<file path="src/rtl/bip_core_ext.sv">
// bip_core_ext: single-cycle accumulator processor with a three-state control FSM.
//
// Purpose: fetches one instruction per enabled cycle from an external combinational
// program memory, executes it against a single accumulator and an external
// combinational-read / clocked-write data RAM, and counts retired instructions.
//
// Ports:
//   clk        in   rising-edge clock
//   reset      in   synchronous, active-high reset
//   enable     in   run/stall control
//   instr      in   program word at address pc (combinational read)
//   ram_rdata  in   data-RAM word at ram_addr (combinational read)
//   pc         out  program counter
//   ram_addr   out  operand field of instr
//   ram_wdata  out  accumulator value to be stored
//   ram_wr     out  write strobe (STO)
//   ram_rd     out  read strobe (LD/ADD/SUB)
//   acc        out  accumulator
//   halted     out  high while in HALT
//   retired    out  retired-instruction count (wraps)
module bip_core_ext #(
    parameter int unsigned DATA_W = 16
) (
    input  logic                    clk,
    input  logic                    reset,
    input  logic                    enable,
    input  logic [DATA_W-1:0]       instr,
    input  logic [DATA_W-1:0]       ram_rdata,
    output logic [DATA_W-5-1:0]     pc,
    output logic [DATA_W-5-1:0]     ram_addr,
    output logic [DATA_W-1:0]       ram_wdata,
    output logic                    ram_wr,
    output logic                    ram_rd,
    output logic [DATA_W-1:0]       acc,
    output logic                    halted,
    output logic [DATA_W-1:0]       retired
);

    localparam int unsigned OPC_W = 5;
    localparam int unsigned OPR_W = DATA_W - OPC_W;

    localparam logic [OPC_W-1:0] OpHlt  = 5'b00000;
    localparam logic [OPC_W-1:0] OpSto  = 5'b00001;
    localparam logic [OPC_W-1:0] OpLd   = 5'b00010;
    localparam logic [OPC_W-1:0] OpLdi  = 5'b00011;
    localparam logic [OPC_W-1:0] OpAdd  = 5'b00100;
    localparam logic [OPC_W-1:0] OpAddi = 5'b00101;
    localparam logic [OPC_W-1:0] OpSub  = 5'b00110;
    localparam logic [OPC_W-1:0] OpSubi = 5'b00111;
    localparam logic [OPC_W-1:0] OpBeq  = 5'b01000;
    localparam logic [OPC_W-1:0] OpBne  = 5'b01001;
    localparam logic [OPC_W-1:0] OpJmp  = 5'b01010;
    localparam logic [OPC_W-1:0] OpBn   = 5'b01011;

    typedef enum logic [1:0] {StIdle, StRun, StHalt} state_e;

    state_e state_q;

    logic [OPC_W-1:0]  opc;
    logic [OPR_W-1:0]  opr;
    logic [DATA_W-1:0] opr_sx;
    logic [OPR_W-1:0]  pc_inc;
    logic              flag_z;
    logic              flag_n;
    logic              exec;

    always_comb begin
        opc    = instr[DATA_W-1 -: OPC_W];
        opr    = instr[OPR_W-1:0];
        opr_sx = {{OPC_W{opr[OPR_W-1]}}, opr};
        pc_inc = pc + OPR_W'(1);
        // Flags reflect the accumulator before the current instruction executes.
        flag_z = (acc == '0);
        flag_n = acc[DATA_W-1];
        // Reset gating keeps a STO from writing RAM on the reset edge.
        exec   = (state_q == StRun) && enable && !reset;
    end

    always_comb begin
        ram_addr  = opr;
        ram_wdata = acc;
        ram_wr    = exec && (opc == OpSto);
        ram_rd    = exec && ((opc == OpLd) || (opc == OpAdd) || (opc == OpSub));
    end

    always_ff @(posedge clk) begin
        if (reset) begin
            state_q <= StIdle;
            pc      <= '0;
            acc     <= '0;
            retired <= '0;
            halted  <= 1'b0;
        end else begin
            unique case (state_q)
                StIdle: begin
                    // The transition cycle itself executes nothing.
                    if (enable) state_q <= StRun;
                end
                StRun: begin
                    if (enable) begin
                        retired <= retired + DATA_W'(1);
                        pc      <= pc_inc;
                        case (opc)
                            OpHlt: begin
                                pc      <= pc;
                                state_q <= StHalt;
                                halted  <= 1'b1;
                            end
                            OpLd:   acc <= ram_rdata;
                            OpLdi:  acc <= opr_sx;
                            OpAdd:  acc <= acc + ram_rdata;
                            OpAddi: acc <= acc + opr_sx;
                            OpSub:  acc <= acc - ram_rdata;
                            OpSubi: acc <= acc - opr_sx;
                            OpBeq:  if (flag_z)  pc <= opr;
                            OpBne:  if (!flag_z) pc <= opr;
                            OpJmp:  pc <= opr;
                            OpBn:   if (flag_n)  pc <= opr;
                            default: ;  // STO and unassigned opcodes only advance pc
                        endcase
                    end
                end
                StHalt: ;  // sticky until reset
                default: begin
                    state_q <= StIdle;
                    halted  <= 1'b0;
                end
            endcase
        end
    end

endmodule
</file>
<file path="config.mk">
export PLATFORM = sky130hd
export DESIGN_NAME = bip_core_ext
export DESIGN_NICKNAME = d
export VERILOG_FILES = /design/src/rtl/bip_core_ext.sv
export SDC_FILE = /design/constraint.sdc
export NUM_CORES = 1
export LEC_CHECK = 0
export CAP_MARGIN = 5
export CORE_MARGIN = 1
export CORE_UTILIZATION = 25
export DETAILED_ROUTE_END_ITERATION = 12
export HOLD_SLACK_MARGIN = 0.1
export SETUP_SLACK_MARGIN = 0.1
export SYNTH_ARGS = -nofsm -noshare
export SYNTH_HDL_FRONTEND = slang
export SYNTH_SLANG_ARGS = --single-unit
</file>
<file path="constraint.sdc">
create_clock -name clk -period 5.1 [get_ports clk]
set_input_delay 1.02 -clock clk [delete_from_list [all_inputs] [get_ports clk]]
set_output_delay 1.02 -clock clk [all_outputs]
set_load 0.1 [all_outputs]
</file>
==> flow_summary.json, run 1 <==
{
  "power_leakage_uw": 0.002027,
  "fin_tns_setup_ps": 0,
  "fmax_mhz": 215.3,
  "yosysSeqAreaShare_pct": 22.47,
  "rsz0062_at_grt": "false",
  "yosys.area.top_type": "dfxtp_1",
  "endpoint_kind": "flop",
  "core_mm2": 0.01594,
  "crit_start": "ram_rdata[1]",
  "clock_skew_ps": 4.656,
  "regToRegStartpoint": "acc[1]",
  "avgViaCountPerCell": 5.087,
  "whs_ps": 497.1,
  "die_height_um": 130.0,
  "io_buffers": 107,
  "synth_nets": 615,
  "cts_buffer_depth": 2,
  "ioPinCount": 108,
  "synthesis.area_mm2": 0.004099,
  "slew_headroom_pct": 31.59,
  "crit_path_end": "acc[15]",
  "clkLatencyLatePin_ps": 300,
  "placedInstanceArea_mm2": 0.005353,
  "synth-async-reset-ratio_pct": 0,
  "max_cap_violations": 0,
  "hold_viol": 0,
  "syn-instance-count": 559,
  "grt_overflow": 0,
  "drc": 0,
  "cts_made_buffers": 5,
  "r2r-end": "acc[9]",
  "cts_max_level": 2,
  "drive_gt1_share_pct": 10.77,
  "grt_pass1_wl_um": 21170,
  "hold_path_class": "flop to flop",
  "dr.pass1.iters": 5,
  "cp.arrival_ps": 4830,
  "cts.clk_slew.worst_paths_ps": 70,
  "ant_nets": 0,
  "diodes": 0,
  "cts.root.buffer_cell": "clkbuf_16",
  "cp-start-kind": "input pin",
  "synth-main-ff-cell": "dfxtp_1",
  "fin_crit_ps": 4644,
  "layout_commonest_cell": "clkdlybuf4s50_1",
  "slew_viol_final": 0,
  "fin_crit_sh_pct": 91.06,
  "reg2regPathDepth": 8,
  "ys_ff_latch": 46,
  "area_delta_synth_final_pct": 34.58,
  "path_max_fanout": 4,
  "wl_per_cell_um": 15.76,
  "drtIter0Drc": 238,
  "rrSetupSlack_ps": 2510,
  "synth.yosys.warnings": 0,
  "initial_core_util_pct": 25.71,
  "cts_tree": "yes",
  "synth_edf_count": 0,
  "die_w_um": 130.0,
  "postLayoutCoreUtil_pct": 34.60,
  "wirelength_um": 13650,
  "tightest_slew_ps": 1023,
  "criticalPathCategory": "input pin to flop",
  "dr_total_vias": 4405,
  "cts.sinks": 46,
  "multiInputGateArea_mm2": 0.002849,
  "ys_types": 68,
  "avgSynthCellArea_um2": 7.333,
  "vdd_drop_max_mv": 0.1148,
  "place_congestion": 0.9472,
  "rows": 46,
  "grt_max_degree": 55,
  "layout.nets": 705,
  "synth_top_area_share_pct": 22.47,
  "final_cell_mix": "clkdlybuf4s50_1 (94), nor2_1 (66), nand2_1 (52)",
  "grt_pass1_vias": 3978,
  "status": "complete, no violations",
  "setup_viol": 0,
  "seq_area_um2": 920.9,
  "fin_area_mm2": 0.005517,
  "fillers": 1716,
  "required_ps": 5280,
  "pwr_density_cell_mw_per_mm2": 195.0,
  "synthTopCellsByArea": "dfxtp_1 (22%), ha_1 (6.1%), nor2_1 (6.0%), a21oi_1 (5.4%), buf_4 (5.1%)",
  "die_area_mm2": 0.01691,
  "dpl.hpwl_um": 10600,
  "antenna_found_initial": 0,
  "grt_usage_pct": 16.11
}
==> per-layer routing <==
metal / vias up / GRT usage, % / part of all wire [%]
li1: 2205 / - / -
met1: 2063 / 21.57 / 47
met2: 120 / 26.22 / 46
met3: 17 / 3.157 / 5.4
met4: 0 / 4.378 / 1.6
met5: - / 0 / 0
==> what timing repair did <==
action | in CTS | in global routing
gates resized for setup | 0 | 3
buffers inserted | 0 | 0
hold buffers | 0 | 0
setup endpoints to repair | 0 | 1
==> kinds of logic after synthesis <==
group                    Yosys count  synth area share, %
buffers and inverters             68                8.944
adder cells (fa/ha/maj)           21                6.593
AO/OA/AOI/OAI                    160                25.46
flip-flops                        46                22.47
multiplexers                       7                1.831
XOR/XNOR                          35                7.479
AND/OR/NAND/NOR                  222                27.23
==> synth_stat cells, types with 11 or more instances <==
cell type	instances
a21oi_1	44
a31oi_1	15
buf_4	28
clkbuf_1	17
dfxtp_1	46
ha_1	20
inv_1	13
nand2_1	52
nand3_1	17
nor2_1	66
nor3_1	20
nor4_1	11
o21ai_0	29
xnor2_1	13
xor2_1	22
==> worst min-delay path by stage <==
| stage | startpoint | to | slack (ps) | depth (start not counted) |
|---|---|---|---|---|
| floorplan | state_q[1] | halted | 470 | 1 |
| CTS | pc[10] | pc[10] | 500 | 2 |
| finish | pc[10] | pc[10] | 500 | 2 |
| global placement | retired[1] | retired[1] | 480 | 2 |
| global route | state_q[1] | halted | 540 | 1 |
| detailed placement | pc[10] | pc[10] | 490 | 2 |
==> report_power, final <==
group	internal (µW)	switching [µW]
Clock	182	158
Combinational	124	236
Sequential	366	10.5
==> area by class of cell <==
class                           count  share of cell area (%)
Clock buffer                        5                   2.268
Inverter                           13                  0.8846
Sequential cell                    46                   16.69
Multi-Input combinational cell    445                   51.64
Tap cell                          216                   4.899
Timing Repair Buffer              138                   23.23
Clock inverter                      3                  0.3856
==> worst max-delay path, cell delays in order <==
cell	delay (ps)
clkdlybuf4s50_1	450
inv_1	100
ha_1	210
nor3b_2	170
buf_4	140
nand2_1	60
or4_1	420
or2_1	240
nor2_1	130
a21oi_1	90
o221ai_1	190
ha_1	290
a21o_1	180
a211o_1	280
a21oi_1	140
o2bb2ai_2	150
nand2b_1	130
a21oi_1	60
or3b_1	370
==> sequential cells by signal, summed over array words and instances (netlist names) <==
signal,flops
acc,16
retired,16
pc,11
state_q,2
halted,1
==> stage by stage <==
| step | cells | total power, µW | setup slack, ps |
|---|---|---|---|
| after floorplan | 559 | 629.9 | 390.9 |
| after global placement | 858 | 742.5 | 138.5 |
| after detailed placement | 858 | 742.9 | 101.3 |
| after CTS | 866 | 1089 | 413.9 |
| after global routing | 866 | 1130 | 133.1 |
| final | 866 | 1076 | 455.9 |
(Power assumes the default switching activity.)
==> inputs of run 2 (changes only) <==
RECOVER_POWER = 50   (was unset)
==> run 2 against run 1 <==
Effect of this change: first-iteration DRC count decreased by 2.1%; global-route usage did not move; utilization hardly changed; combinational power about the same; die area unchanged; final area barely moved; register-to-register slack is essentially flat; clock power about the same; critical path type unchanged; non-clock buffer count unchanged; critical endpoint unchanged; sequential power about the same.
==> flow_summary.json, run 2 (same netlist as run 1, synthesis figures left out) <==
{
  "cts_made_buffers": 5,
  "rrSetupSlack_ps": 2500,
  "cts_max_level": 2,
  "rows": 46,
  "cts_buffer_depth": 2,
  "rsz0062_at_grt": "false",
  "cp_slowest_stage_delay_ps": 450,
  "clock_skew_ps": 5.379,
  "die_height_um": 130.0,
  "layout.nets": 705,
  "tightest_slew_ps": 1168,
  "slew_headroom_pct": 22.50,
  "dr_total_vias": 4412,
  "hold_viol": 0,
  "area_delta_synth_final_pct": 34.49,
  "finalPower_uw": 1072,
  "pwr_density_cell_mw_per_mm2": 194.5,
  "worstHoldEndpoint": "pc[10]",
  "largestRegisters": "acc: 16 flops, retired: 16 flops, pc: 11 flops",
  "final_cell_mix": "nor2_1 (66), nand2_1 (52), clkdlybuf4s50_1 (52)",
  "crit_slowest_cell": "clkdlybuf4s50_1",
  "regToRegStartpoint": "acc[1]",
  "hold_depth": 2,
  "grt_pass1_vias": 3978,
  "fmax_mhz": 215.2,
  "reg2regPathDepth": 8,
  "slew_viol_final": 0,
  "diodes": 0,
  "required_ps": 5280,
  "drive_gt1_share_pct": 10.62,
  "criticalPathCategory": "input pin to flop",
  "vdd_drop_max_mv": 0.1146,
  "endpoint_kind": "flop",
  "clkLatencyLatePin_ps": 300,
  "dr.pass1.iters": 5,
  "antenna_found_initial": 0,
  "crit_chain": "clkdlybuf4s50_1, inv_1, ha_1, nor3b_2, buf_4, nand2_1, or4_1, or2_1, nor2_1, a21oi_1, o221ai_1, ha_1, a21o_1, a211o_1, a21oi_1, o2bb2ai_2, nand2b_1, a21oi_1, or3b_1",
  "fin_crit_ps": 4646,
  "setup_viol": 0,
  "drtIter0Drc": 233,
  "grt_usage_pct": 16.11,
  "fin_crit_sh_pct": 91.10,
  "core_mm2": 0.01594,
  "ant_nets": 0,
  "r2r-end": "acc[9]",
  "initial_core_util_pct": 25.71,
  "hold_start": "pc[10]",
  "die_w_um": 130.0,
  "hold_path_class": "flop to flop",
  "cp-start-kind": "input pin",
  "seq_area_um2": 920.9,
  "drc": 0,
  "wirelength_um": 13630,
  "wl_per_cell_um": 15.74,
  "fin_tns_setup_ps": 0,
  "multiInputGateArea_mm2": 0.002849,
  "cts_tree": "yes",
  "status": "complete, no violations",
  "cts.root.buffer_cell": "clkbuf_16",
  "power_leakage_uw": 0.002162,
  "path_max_fanout": 4,
  "die_area_mm2": 0.01691,
  "cts.sinks": 46,
  "dpl.hpwl_um": 10600,
  "grt_overflow": 0,
  "place_congestion": 0.9472,
  "avgViaCountPerCell": 5.095,
  "cp.arrival_ps": 4830,
  "cp_common_cell": "a21oi_1",
  "cts.clk_slew.worst_paths_ps": 70,
  "max_cap_violations": 0,
  "ioPinCount": 108,
  "layout_commonest_cell": "nor2_1",
  "grt_pass1_wl_um": 21170,
  "io_buffers": 107,
  "grt_max_degree": 55,
  "fillers": 1717
}
==> run 2: cell types whose count changed in the layout (fill, tap and decap cells not counted), sizes merged <==
cell           previous run  this run
clkdlybuf4s50            94        52
dlygate4sd3               0        42
buf                      44        43
clkbuf                    5         6
==> run 2: through the flow <==
| stage | std cells | hold slack [ps] | setup slack, ps | instance area (µm²) | utilization (%) |
|---|---|---|---|---|---|
| 2_1_floorplan | 559 | 468.2 | 390.9 | 4105 | - |
| 3_5_place_dp | 858 | 493.8 | 101.3 | 5353 | 33.57 |
| 6_report | 866 | 493.3 | 453.8 | 5513 | 34.58 |
| 3_3_place_gp | 858 | 477.1 | 138.5 | 5353 | 33.57 |
| 4_1_cts | 866 | 503.0 | 413.9 | 5499 | 34.49 |
| 5_1_grt | 866 | 539.0 | 133.1 | 5513 | 34.58 |
==> run 2: layout make-up <==
class                           instances  area share (%)
Multi-Input combinational cell        445           51.68
Timing Repair Buffer                  138           23.17
Sequential cell                        46           16.70
Tap cell                              216           4.902
Clock buffer                            5           2.270
Inverter                               13          0.8852
Clock inverter                          3          0.3858
==> run 2: critical path, delay by kind of cell <==
| kind | cells | cell delay [ps] |
|---|---|---|
| AO/OA/AOI/OAI | 7 | 1090 |
| adder cells (fa/ha/maj) | 2 | 500 |
| buffers and inverters | 3 | 690 |
| AND/OR/NAND/NOR | 7 | 1520 |
==> run 2: worst max-delay path by stage <==
stage | from | end | slack [ps]
3_5_place_dp | ram_rdata[1] | acc[15] | 100
4_1_cts | ram_rdata[1] | acc[15] | 410
3_3_place_gp | ram_rdata[1] | acc[15] | 140
6_report | ram_rdata[1] | acc[15] | 450
2_1_floorplan | reset | ram_wr | 390
5_1_grt | ram_rdata[1] | acc[15] | 130
==> run 2: repair_timing <==
action | CTS | global route
endpoints found under the setup margin | 0 | 1
resized for setup | 0 | 3
hold buffers | 0 | 0
setup buffers | 0 | 0
==> run 2: report_power, final <==
group          internal [µW]  switching (µW)
sequential               366            10.2
combinational            121             236
clock                    182             157
total                    669             404
==> run 2: routing by layer <==
| metal | GRT usage [%] | vias up | routed length, µm | share of wire, % |
|---|---|---|---|---|
| met2 | 26.22 | 124 | 6326 | 46 |
| met3 | 3.157 | 17 | 723 | 5.3 |
| met1 | 21.57 | 2063 | 6359 | 47 |
| met4 | 4.378 | 0 | 221 | 1.6 |
| met5 | 0 | - | 0 | 0 |
| li1 | - | 2208 | - | - |
